## config.mk

```make
export PLATFORM = sky130hd
export DESIGN_NAME = pipe_stage_reg_flat
export DESIGN_NICKNAME = d
export VERILOG_FILES = /design/src/rtl/pipe_pkg.sv /design/src/rtl/pipe_stage_reg_if.sv /design/src/rtl/pipe_sat_counter.sv /design/src/rtl/pipe_stage_reg.sv /design/src/flat_wrapper.sv
export SDC_FILE = /design/constraint.sdc
export NUM_CORES = 1
export LEC_CHECK = 0
export BUFFER_PORTS_ARGS = -buffer_cell sky130_fd_sc_hd__buf_2
export CORE_AREA = 5 5 141 143
export DETAILED_ROUTE_END_ITERATION = 7
export DIE_AREA = 0 0 146 148
export PLACE_DENSITY = 0.68
export SYNTH_ARGS = -nofsm -noshare
export SYNTH_HDL_FRONTEND = slang
export SYNTH_HIERARCHICAL = 1
export SYNTH_SLANG_ARGS = --single-unit
```

## constraint.sdc

```tcl
create_clock -name clk -period 4.3 [get_ports clk]
set_input_delay 0.215 -clock clk [delete_from_list [all_inputs] [get_ports clk]]
set_output_delay 0.215 -clock clk [all_outputs]
set_load 0.03 [all_outputs]
```

## src/rtl/pipe_pkg.sv

```systemverilog
// rtl/pipe_pkg.sv - shared constants, stage payload structs and action decode for the pipeline registers
package pipe_pkg;

   localparam int   CTRL_STALL_W = 6;
   localparam logic STOP         = 1'b1;
   localparam logic NO_STOP      = 1'b0;

   localparam int IF_IDX     = 0;
   localparam int IF_ID_IDX  = 1;
   localparam int ID_EX_IDX  = 2;
   localparam int EX_MEM_IDX = 3;
   localparam int MEM_WB_IDX = 4;

   typedef struct packed {
      logic [31:0] pc;
      logic [31:0] inst;
   } if_id_t;

   typedef struct packed {
      logic [7:0]  aluop;
      logic [2:0]  alusel;
      logic [31:0] reg1;
      logic [31:0] reg2;
      logic [4:0]  wd;
      logic        wreg;
      logic [31:0] inst;
      logic [31:0] link_addr;
   } id_ex_t;

   typedef struct packed {
      logic [4:0]  wd;
      logic        wreg;
      logic [31:0] wdata;
      logic [7:0]  aluop;
      logic [31:0] mem_addr;
      logic [31:0] reg2;
   } ex_mem_t;

   typedef struct packed {
      logic [4:0]  wd;
      logic        wreg;
      logic [31:0] wdata;
   } mem_wb_t;

   localparam int IF_ID_W  = $bits(if_id_t);
   localparam int ID_EX_W  = $bits(id_ex_t);
   localparam int EX_MEM_W = $bits(ex_mem_t);
   localparam int MEM_WB_W = $bits(mem_wb_t);

   localparam if_id_t  IF_ID_NOP  = '0;
   localparam id_ex_t  ID_EX_NOP  = '0;
   localparam ex_mem_t EX_MEM_NOP = '0;
   localparam mem_wb_t MEM_WB_NOP = '0;

   typedef enum logic [1:0] {
      ACT_ADVANCE = 2'd0,
      ACT_BUBBLE  = 2'd1,
      ACT_HOLD    = 2'd2,
      ACT_FLUSH   = 2'd3
   } stage_act_e;

   // Flush beats any stall; the illegal (here=0, down=1) case falls through to advance.
   function automatic stage_act_e decode_act(logic flush, logic s_here, logic s_down);
      if (flush)              return ACT_FLUSH;
      if (s_here && !s_down)  return ACT_BUBBLE;
      if (!s_here)            return ACT_ADVANCE;
      return ACT_HOLD;
   endfunction

endpackage

```

## src/rtl/pipe_stage_reg_if.sv

```systemverilog
// rtl/pipe_stage_reg_if.sv - upstream/downstream signal bundle of one pipeline stage register
interface pipe_stage_reg_if #(
   parameter int PAYLOAD_W = 160,
   parameter int STALL_W   = 6,
   parameter int CNT_W     = 16
);
   logic [STALL_W-1:0]   stall;
   logic                 flush;
   logic                 in_valid;
   logic [PAYLOAD_W-1:0] in_payload;
   logic                 in_is_in_delayslot;
   logic                 in_next_in_delayslot;
   logic                 out_valid;
   logic [PAYLOAD_W-1:0] out_payload;
   logic                 out_is_in_delayslot;
   logic                 next_in_delayslot_o;
   logic [CNT_W-1:0]     stall_cnt;
   logic [CNT_W-1:0]     bubble_cnt;

   modport master (
      output stall, flush, in_valid, in_payload, in_is_in_delayslot, in_next_in_delayslot,
      input  out_valid, out_payload, out_is_in_delayslot, next_in_delayslot_o,
             stall_cnt, bubble_cnt
   );

   modport slave (
      input  stall, flush, in_valid, in_payload, in_is_in_delayslot, in_next_in_delayslot,
      output out_valid, out_payload, out_is_in_delayslot, next_in_delayslot_o,
             stall_cnt, bubble_cnt
   );
endinterface

```

## src/rtl/pipe_sat_counter.sv

```systemverilog
// rtl/pipe_sat_counter.sv - enable-driven up counter that sticks at all-ones
module pipe_sat_counter #(
   parameter int CNT_W = 16
) (
   input  logic             clk,
   input  logic             rst,
   input  logic             en_i,
   output logic [CNT_W-1:0] cnt_o
);
   logic [CNT_W-1:0] cnt_q, cnt_d;

   always_comb begin
      cnt_d = cnt_q;
      if (en_i && (cnt_q != {CNT_W{1'b1}})) cnt_d = cnt_q + 1'b1;
   end

   always_ff @(posedge clk or posedge rst) begin
      if (rst) cnt_q <= '0;
      else     cnt_q <= cnt_d;
   end

   assign cnt_o = cnt_q;
endmodule

```

## src/rtl/pipe_stage_reg.sv

```systemverilog
// rtl/pipe_stage_reg.sv - inter-stage register with valid, flush, bubble/hold and delay-slot return flag
// Optional hold/bubble counters are built when PIPE_STAGE_PERF_CNT_EN is defined.
module pipe_stage_reg
   import pipe_pkg::*;
#(
   parameter int                   PAYLOAD_W   = 160,
   parameter int                   STALL_W     = CTRL_STALL_W,
   parameter int                   STAGE_IDX   = ID_EX_IDX,
   parameter logic [PAYLOAD_W-1:0] NOP_PAYLOAD = '0,
   parameter int                   CNT_W       = 16
) (
   input logic               clk,
   input logic               rst,
   pipe_stage_reg_if.slave   bus
);
   if (STAGE_IDX < 0 || STAGE_IDX >= STALL_W || PAYLOAD_W < 1) begin : g_bad_cfg
      $fatal(1, "pipe_stage_reg: STAGE_IDX out of stall range or PAYLOAD_W < 1");
   end

   logic       s_here, s_down;
   stage_act_e act;

   assign s_here = bus.stall[STAGE_IDX];
   if (STAGE_IDX + 1 < STALL_W) begin : g_down
      assign s_down = bus.stall[STAGE_IDX+1];
   end else begin : g_no_down
      assign s_down = 1'b0;
   end

   assign act = decode_act(bus.flush, s_here, s_down);

   logic                 valid_q, valid_d;
   logic [PAYLOAD_W-1:0] payload_q, payload_d;
   logic                 ds_q, ds_d;
   logic                 nds_q, nds_d;

   always_comb begin
      valid_d   = valid_q;
      payload_d = payload_q;
      ds_d      = ds_q;
      nds_d     = nds_q;
      unique case (act)
         ACT_FLUSH: begin
            valid_d   = 1'b0;
            payload_d = NOP_PAYLOAD;
            ds_d      = 1'b0;
            nds_d     = 1'b0;
         end
         // A branch stalled in decode must keep its delay-slot mark, so nds is not touched.
         ACT_BUBBLE: begin
            valid_d   = 1'b0;
            payload_d = NOP_PAYLOAD;
            ds_d      = 1'b0;
         end
         ACT_ADVANCE: begin
            valid_d   = bus.in_valid;
            payload_d = bus.in_payload;
            ds_d      = bus.in_is_in_delayslot;
            nds_d     = bus.in_next_in_delayslot;
         end
         default: ;
      endcase
   end

   always_ff @(posedge clk or posedge rst) begin
      if (rst) begin
         valid_q   <= 1'b0;
         payload_q <= NOP_PAYLOAD;
         ds_q      <= 1'b0;
         nds_q     <= 1'b0;
      end else begin
         valid_q   <= valid_d;
         payload_q <= payload_d;
         ds_q      <= ds_d;
         nds_q     <= nds_d;
      end
   end

   assign bus.out_valid           = valid_q;
   assign bus.out_payload         = payload_q;
   assign bus.out_is_in_delayslot = ds_q;
   assign bus.next_in_delayslot_o = nds_q;

`ifdef PIPE_STAGE_PERF_CNT_EN
   pipe_sat_counter #(.CNT_W(CNT_W)) u_stall_cnt (
      .clk   (clk),
      .rst   (rst),
      .en_i  (act == ACT_HOLD),
      .cnt_o (bus.stall_cnt)
   );
   pipe_sat_counter #(.CNT_W(CNT_W)) u_bubble_cnt (
      .clk   (clk),
      .rst   (rst),
      .en_i  (act == ACT_BUBBLE),
      .cnt_o (bus.bubble_cnt)
   );
`else
   assign bus.stall_cnt  = {CNT_W{1'b0}};
   assign bus.bubble_cnt = {CNT_W{1'b0}};
`endif

   // Ctrl never lets a stage run while the stage below it is stopped.
   a_no_run_into_stop: assert property (@(posedge clk) disable iff (rst) !(!s_here && s_down));

endmodule
```

## src/flat_wrapper.sv

```systemverilog
// flat-port wrapper written by rule: the top's interface ports become plain ports
module pipe_stage_reg_flat import pipe_pkg::*;
#(
   parameter int                   PAYLOAD_W   = 160,
   parameter int                   STALL_W     = CTRL_STALL_W,
   parameter int                   STAGE_IDX   = ID_EX_IDX,
   parameter logic [PAYLOAD_W-1:0] NOP_PAYLOAD = '0,
   parameter int                   CNT_W       = 16
)
  (clk, rst, bus_stall, bus_flush, bus_in_valid, bus_in_payload, bus_in_is_in_delayslot, bus_in_next_in_delayslot, bus_out_valid, bus_out_payload, bus_out_is_in_delayslot, bus_next_in_delayslot_o, bus_stall_cnt, bus_bubble_cnt);
  pipe_stage_reg_if #(.PAYLOAD_W(PAYLOAD_W), .STALL_W(STALL_W), .CNT_W(CNT_W)) bus_i ();
  input logic clk;
  input logic rst;
  input wire logic [$bits(bus_i.stall)-1:0] bus_stall;
  input wire logic [$bits(bus_i.flush)-1:0] bus_flush;
  input wire logic [$bits(bus_i.in_valid)-1:0] bus_in_valid;
  input wire logic [$bits(bus_i.in_payload)-1:0] bus_in_payload;
  input wire logic [$bits(bus_i.in_is_in_delayslot)-1:0] bus_in_is_in_delayslot;
  input wire logic [$bits(bus_i.in_next_in_delayslot)-1:0] bus_in_next_in_delayslot;
  output wire logic [$bits(bus_i.out_valid)-1:0] bus_out_valid;
  output wire logic [$bits(bus_i.out_payload)-1:0] bus_out_payload;
  output wire logic [$bits(bus_i.out_is_in_delayslot)-1:0] bus_out_is_in_delayslot;
  output wire logic [$bits(bus_i.next_in_delayslot_o)-1:0] bus_next_in_delayslot_o;
  output wire logic [$bits(bus_i.stall_cnt)-1:0] bus_stall_cnt;
  output wire logic [$bits(bus_i.bubble_cnt)-1:0] bus_bubble_cnt;
  assign bus_i.stall = bus_stall;
  assign bus_i.flush = bus_flush;
  assign bus_i.in_valid = bus_in_valid;
  assign bus_i.in_payload = bus_in_payload;
  assign bus_i.in_is_in_delayslot = bus_in_is_in_delayslot;
  assign bus_i.in_next_in_delayslot = bus_in_next_in_delayslot;
  assign bus_out_valid = bus_i.out_valid;
  assign bus_out_payload = bus_i.out_payload;
  assign bus_out_is_in_delayslot = bus_i.out_is_in_delayslot;
  assign bus_next_in_delayslot_o = bus_i.next_in_delayslot_o;
  assign bus_stall_cnt = bus_i.stall_cnt;
  assign bus_bubble_cnt = bus_i.bubble_cnt;
  pipe_stage_reg #(.PAYLOAD_W(PAYLOAD_W), .STALL_W(STALL_W), .STAGE_IDX(STAGE_IDX), .NOP_PAYLOAD(NOP_PAYLOAD), .CNT_W(CNT_W)) u_core (.clk(clk), .rst(rst), .bus(bus_i));
endmodule
```

==> results of run 1 <==
==> layout make-up <==
class                      instances  area, um2
fill                            1612       9218
sequential                       163       4079
timing repair buffer             414       2485
multi-input combinational        199       1794
clock buffer                      19      442.9
tap                              234      292.8
clock inverter                    13      136.4
inverter                           1      7.507
==> cell usage in the layout, fill, tap and decap left out, types with 2 or more instances in the layout <==
| master | n |
|---|---|
| clkinv_4 | 2 |
| clkinvlp_4 | 4 |
| clkbuf_16 | 17 |
| dlygate4sd3_1 | 76 |
| a32o_1 | 162 |
| nor2b_4 | 2 |
| buf_4 | 7 |
| inv_8 | 2 |
| buf_2 | 330 |
| conb_1 | 32 |
| inv_6 | 5 |
| dfrtp_1 | 163 |
==> through the flow <==
stage	total power (uW)	hold slack, ns
2_1_floorplan	2036	0.2814
3_3_place_gp	2202	0.4317
6_report	3714	0.02387
5_1_grt	3893	-0.002138
3_5_place_dp	2209	0.4353
4_1_cts	3777	0.00003467
==> timing repair <==
item / CTS / global route
endpoints found under the hold margin: 71 / 5
hold buffers: 71 / 5
gates resized for setup: 0 / 0
==> path summary, 6_finish.rpt <==
kind,from,endpoint,slack (ns)
max,bus_flush,u_core/bus.out_payload[152]$_DFFE_PP0P_,2.81
min in group asynchronous,rst,u_core/bus.out_payload[70]$_DFFE_PP0P_,0.05
min reg2reg,u_core/bus.out_payload[81]$_DFFE_PP0P_,u_core/bus.out_payload[81]$_DFFE_PP0P_,0.51
max in group asynchronous,rst,u_core/bus.out_payload[76]$_DFFE_PP0P_,3.57
max reg2reg,u_core/bus.out_payload[4]$_DFFE_PP0P_,u_core/bus.out_payload[4]$_DFFE_PP0P_,3.53
min,bus_in_payload[48],u_core/bus.out_payload[48]$_DFFE_PP0P_,0.02
==> layer usage <==
layer,routed length (um),track usage,part of all wire,vias to the layer above
met1,7436,0.2102,0.38,2685
met4,308,0.05550,0.016,2
li1,-,-,-,2406
met5,13,0,0.00067,-
met3,2119,0.07817,0.11,21
met2,9633,0.2905,0.49,291
==> state kept, by name, indices dropped and copies added, names as in the netlist <==
signal	count
u_core/bus.out_valid	1
u_core/bus.out_payload	160
u_core/bus.next_in_delayslot_o	1
u_core/bus.out_is_in_delayslot	1
==> cell families (layout without fill, tap and decap cells) <==
kind of cell,count (synthesis),count (layout)
flip-flops,163,163
AND/OR/NAND/NOR,4,4
multiplexers,1,1
other,1,32
AO/OA/AOI/OAI,162,162
buffers and inverters,86,447
==> power by group through the flow <==
| stage | clock (uW) | combinational (uW) | sequential (uW) |
|---|---|---|---|
| 2_1_floorplan | 0 | 217 | 1820 |
| 3_3_place_gp | 0 | 534 | 1670 |
| 3_5_place_dp | 0 | 538 | 1670 |
| 4_1_cts | 1540 | 590 | 1640 |
| 5_1_grt | 1610 | 630 | 1650 |
| 6_report | 1480 | 588 | 1640 |
==> results.py, run 1 <==
metrics = {
    "pwr": {
        "sw_frac_of_total": 0.2874,
        "power.switching_uw": 1067,
        "pwr-share-comb": 0.158,
        "internal_power_uw": 2646,
        "power_density_nw_per_um2": 402.0,
        "peakVddDrop_mv": 0.2425,
        "power_frac_clock": 0.399,
        "leakagePower_uw": 0.004787,
        "seqPwrFrac": 0.442,
    },
    "cts": {
        "clock-root-buffer": "clkbuf_16",
        "cts.path.max_buffers": 2,
        "cts_tree": "done",
        "post_cts.repair.setup_buffers": 0,
        "clk_pin_slew_ns": 0.07,
        "cts.sinks": 163,
        "clk_latency_ns": 0.41,
        "h-tree-depth": 4,
        "cts-buffers-inserted": 17,
    },
    "global_routing": {
        "grt_pass1_vias": 5713,
        "grt_overflow_total": 0,
        "grt_pass1_wl_um": 31100,
        "grt_max_degree": 164,
        "track_usage": 0.1768,
        "antenna_found_initial": 1,
    },
    "setup_path": {
        "path_class": "input pin to flip-flop",
        "worst-path-buf-inv": 2,
        "startpoint_type": "input pin",
        "slowest_delay_ns": 0.59,
        "cp.depth": 4,
        "cp_top_family": "buffers and inverters",
        "cp_cell_sequence": "buf_2 > nor2b_4 > buf_4 > a32o_1",
        "arrival_ns": 1.83,
        "crit_path_end_kind": "flip-flop",
        "worst_r2r_path_depth": 1,
        "cp_slowest_cell": "nor2b_4",
        "crit_fanout": 52,
        "required_ns": 4.64,
    },
    "synthesis": {
        "synth.yosys.seq_area_share": 0.6488,
        "netlist_instances": 417,
        "ys_ff_latch": 163,
        "synth_common_cells": "163 x dfrtp_1, 162 x a32o_1, 35 x buf_4",
        "synth_area_leaders": "dfrtp_1 65%, a32o_1 26%, buf_4 4.2%, buf_2 1.8%, buf_6 1.4%",
        "synthMuxAreaShare": 0.001592,
        "synthAdderAreaFrac": 0,
        "ys_types": 14,
        "synth_top_family_by_area": "compound AO/OA/AOI/OAI gates",
        "synth-simple-area-share": 0.004776,
        "synth-xor-area-share": 0,
        "synth_top_cell_area_share": 0.6488,
        "synthFlopType": "dfrtp_1",
        "yosysMostFrequentCell": "dfrtp_1",
        "yosys_warnings": 6,
        "syn_area_per_cell_um2": 15.08,
        "syn_area_um2": 6287,
        "synth-compound-area-share": 0.2579,
        "synth_area_leader_cell": "dfrtp_1",
        "async_flop_share": 1.000,
        "synth-edff-count": 0,
    },
    "drt": {
        "wl_per_cell_um": 18.71,
        "drt_iter0_drc": 281,
        "wl_um": 19510,
        "via_per_inst": 5.182,
        "firstDrtPassIters": 5,
        "num_vias": 5405,
        "antenna_left": 0,
        "post-route-drc-count": 0,
    },
    "timing": {
        "worstMarginPinSlew_ns": 0.9128,
        "setup_slack_ns": 2.809,
        "fmax_mhz": 670.6,
        "period_share": 0.3468,
        "min_period_ns": 1.491,
        "slew_viol_final": 0,
        "skew_ns": 0,
        "hold_violations": 0,
        "tns_ns": 0,
        "setup_violations": 0,
        "slew_headroom": 0.3915,
        "grt_setup_unrepaired": "false",
    },
    "floorplan": {
        "placementRows": 50,
        "die_height_um": 148,
        "initial_utilization": 0.3407,
        "io_pins": 367,
        "dieArea_um2": 21610,
        "coreArea_um2": 18460,
        "dieWidth_um": 146,
    },
    "layout": {
        "nNetsFinal": 968,
        "drive_gt1_frac": 0.4611,
        "stdcell_count": 1043,
        "postLayoutCoreUtil": 0.5005,
        "antenna_cells": 0,
        "synthToLayoutAreaGrowth_pct": 46.93,
        "stdcell_area_um2": 9238,
    },
    "placement": {
        "place_inst": 935,
        "dp_hpwl_um": 12710,
        "dpl_cell_area_um2": 7898,
        "pre_cts_ws_ns": 2.365,
        "gp_congestion": 0.7511,
        "port_buffers": 330,
    },
    "status": {
        "outcome": "finished, final reports clean",
    },
    "job": {
        "timing.max_cap.violations": 0,
    },
    "hold_path": {
        "holdPathStages": 2,
        "hold_path_class": "input pin to flip-flop",
    },
}
Power figures use the tool's default switching activity.
==> inputs of run 2 (changes only) <==
--- a/config.mk
+++ b/config.mk
@@ -9,7 +9,7 @@
 export CORE_AREA = 5 5 141 143
 export DETAILED_ROUTE_END_ITERATION = 7
 export DIE_AREA = 0 0 146 148
-export PLACE_DENSITY = 0.68
+export PLACE_DENSITY = 0.65
 export SYNTH_ARGS = -nofsm -noshare
 export SYNTH_HDL_FRONTEND = slang
 export SYNTH_HIERARCHICAL = 1
==> constraint.sdc (replaced) <==
create_clock -name clk -period 1.4 [get_ports clk]
set_input_delay 0.07 -clock clk [delete_from_list [all_inputs] [get_ports clk]]
set_output_delay 0.07 -clock clk [all_outputs]
set_load 0.03 [all_outputs]
==> results.py, run 2 (synthesized netlist as in run 1, its figures left out) <==
metrics = {
    "status": {
        "outcome": "finished, final reports clean",
    },
    "placement": {
        "gp_congestion": 0.7473,
        "port_buffers": 330,
        "dpl_cell_area_um2": 8108,
        "place_inst": 943,
        "dp_hpwl_um": 13440,
        "pre_cts_ws_ns": 0.2079,
    },
    "cts": {
        "cts_tree": "done",
        "ctsResizeCount": 0,
        "post_cts.repair.setup_buffers": 0,
        "clk_pin_slew_ns": 0.07,
        "cts.sinks": 163,
        "cts-buffers-inserted": 17,
        "clock-root-buffer": "clkbuf_16",
        "clk_latency_ns": 0.41,
        "h-tree-depth": 4,
        "cts.path.max_buffers": 2,
    },
    "drt": {
        "wl_per_cell_um": 19.13,
        "post-route-drc-count": 0,
        "drt_iter0_drc": 394,
        "via_per_inst": 5.143,
        "wl_um": 21850,
        "antenna_left": 0,
        "num_vias": 5873,
        "firstDrtPassIters": 5,
    },
    "setup_path": {
        "arrival_ns": 1.59,
        "crit_fanout": 2,
        "crit_path_end_kind": "flip-flop",
        "required_ns": 1.70,
        "startpoint_type": "flip-flop",
        "path_class": "flip-flop to flip-flop",
    },
    "timing": {
        "min_period_ns": 1.287,
        "period_share": 0.9191,
        "setup_violations": 0,
        "setup_slack_ns": 0.1132,
        "hold_violations": 0,
        "skew_ns": 0,
        "fmax_mhz": 777.1,
        "slew_viol_final": 0,
        "grt_setup_unrepaired": "false",
        "hold_slack_ns": 0.1369,
    },
    "floorplan": {
        "io_pins": 367,
        "initial_utilization": 0.3407,
        "coreArea_um2": 18460,
        "dieWidth_um": 146,
        "placementRows": 50,
        "die_height_um": 148,
        "dieArea_um2": 21610,
    },
    "pwr": {
        "power_density_nw_per_um2": 1149,
        "leakagePower_uw": 0.005273,
        "peakVddDrop_mv": 0.7731,
        "total_power_uw": 11920,
    },
    "global_routing": {
        "grt_pass1_wl_um": 34850,
        "grt_pass1_vias": 6315,
        "track_usage": 0.1989,
        "antenna_found_initial": 3,
        "grt_max_degree": 81,
        "grt_overflow_total": 0,
    },
    "layout": {
        "stdcell_count": 1142,
        "final_cell_mix": "330 x buf_2, 165 x dlygate4sd3_1, 163 x dfrtp_1",
        "layout_commonest_cell": "buf_2",
        "nNetsFinal": 1065,
        "stdcell_area_um2": 10380,
        "synthToLayoutAreaGrowth_pct": 65.06,
        "largest_register_ff_count": 160,
        "drive_gt1_frac": 0.4216,
    },
    "job": {
        "timing.max_cap.violations": 0,
    },
    "hold_path": {
        "hold_path_class": "input pin to async pin",
    },
}
==> run 2: cell types whose count changed in the layout (fill, tap and decap cells not counted), sizes merged <==
cell	before	now
buf	338	346
clkbuf	19	17
clkinv	2	7
clkinvlp	4	1
diode	0	2
dlygate4sd3	76	165
==> run 2: area by class of cell <==
cell class                      instances  area (um2)
Clock buffer                           17       425.4
Antenna cell                            2       5.005
Fill cell                            1459        8078
Clock inverter                         15       187.7
Tap cell                              234       292.8
Timing Repair Buffer                  511        3586
Sequential cell                       163        4079
Multi-Input combinational cell        199        1794
Inverter                                1       7.507
==> run 2: critical path, stage by stage, from the launching register on <==
cell           delay, ns
dfrtp_1             0.43
mux2i_1             0.15
nor2_1              0.05
dlygate4sd3_1       0.55
==> run 2: power by group <==
part	total, uW	switching [uW]	internal [uW]
clock network	4760	2180	2580
registers	5050	121	4930
logic	2110	1240	864
total	11900	3550	8370
==> run 2: final timing paths <==
check                                                                  end  slack (ns)  cells after the start                                  startpoint
worst max-delay path            u_core/bus.next_in_delayslot_o$_DFFE_PP0P_        0.11                      3  u_core/bus.next_in_delayslot_o$_DFFE_PP0P_
worst min-delay path                u_core/bus.out_payload[95]$_DFFE_PP0P_        0.14                      3                                         rst
worst max register to register  u_core/bus.next_in_delayslot_o$_DFFE_PP0P_        0.11                      3  u_core/bus.next_in_delayslot_o$_DFFE_PP0P_
max in group asynchronous          u_core/bus.out_payload[137]$_DFFE_PP0P_        0.63                      4                                         rst
worst min register to register     u_core/bus.out_payload[105]$_DFFE_PP0P_        0.52                      1     u_core/bus.out_payload[105]$_DFFE_PP0P_
min in group clk                    u_core/bus.out_payload[53]$_DFFE_PP0P_        0.28                      3                                bus_stall[3]
==> run 2: stage by stage <==
step / TNS, ns / util
floorplan: -120.75 / -
global placement: 0 / 0.4393
detailed placement: 0 / 0.4393
CTS: 0 / 0.5620
global route: 0 / 0.5623
finish: 0 / 0.5623
==> run 2: per-layer routing <==
metal | global-route usage | vias to the layer above | share of wire
met3 | 0.07909 | 40 | 0.10
met5 | 0 | - | 0.00032
met2 | 0.3266 | 335 | 0.49
met1 | 0.2336 | 2890 | 0.38
li1 | - | 2606 | -
met4 | 0.08325 | 2 | 0.028
==> run 2: repair_timing <==
item                                    in CTS  in global routing
hold buffers                               165                  0
endpoints found under the setup margin       0                  0
hold endpoints to repair                   326                  0
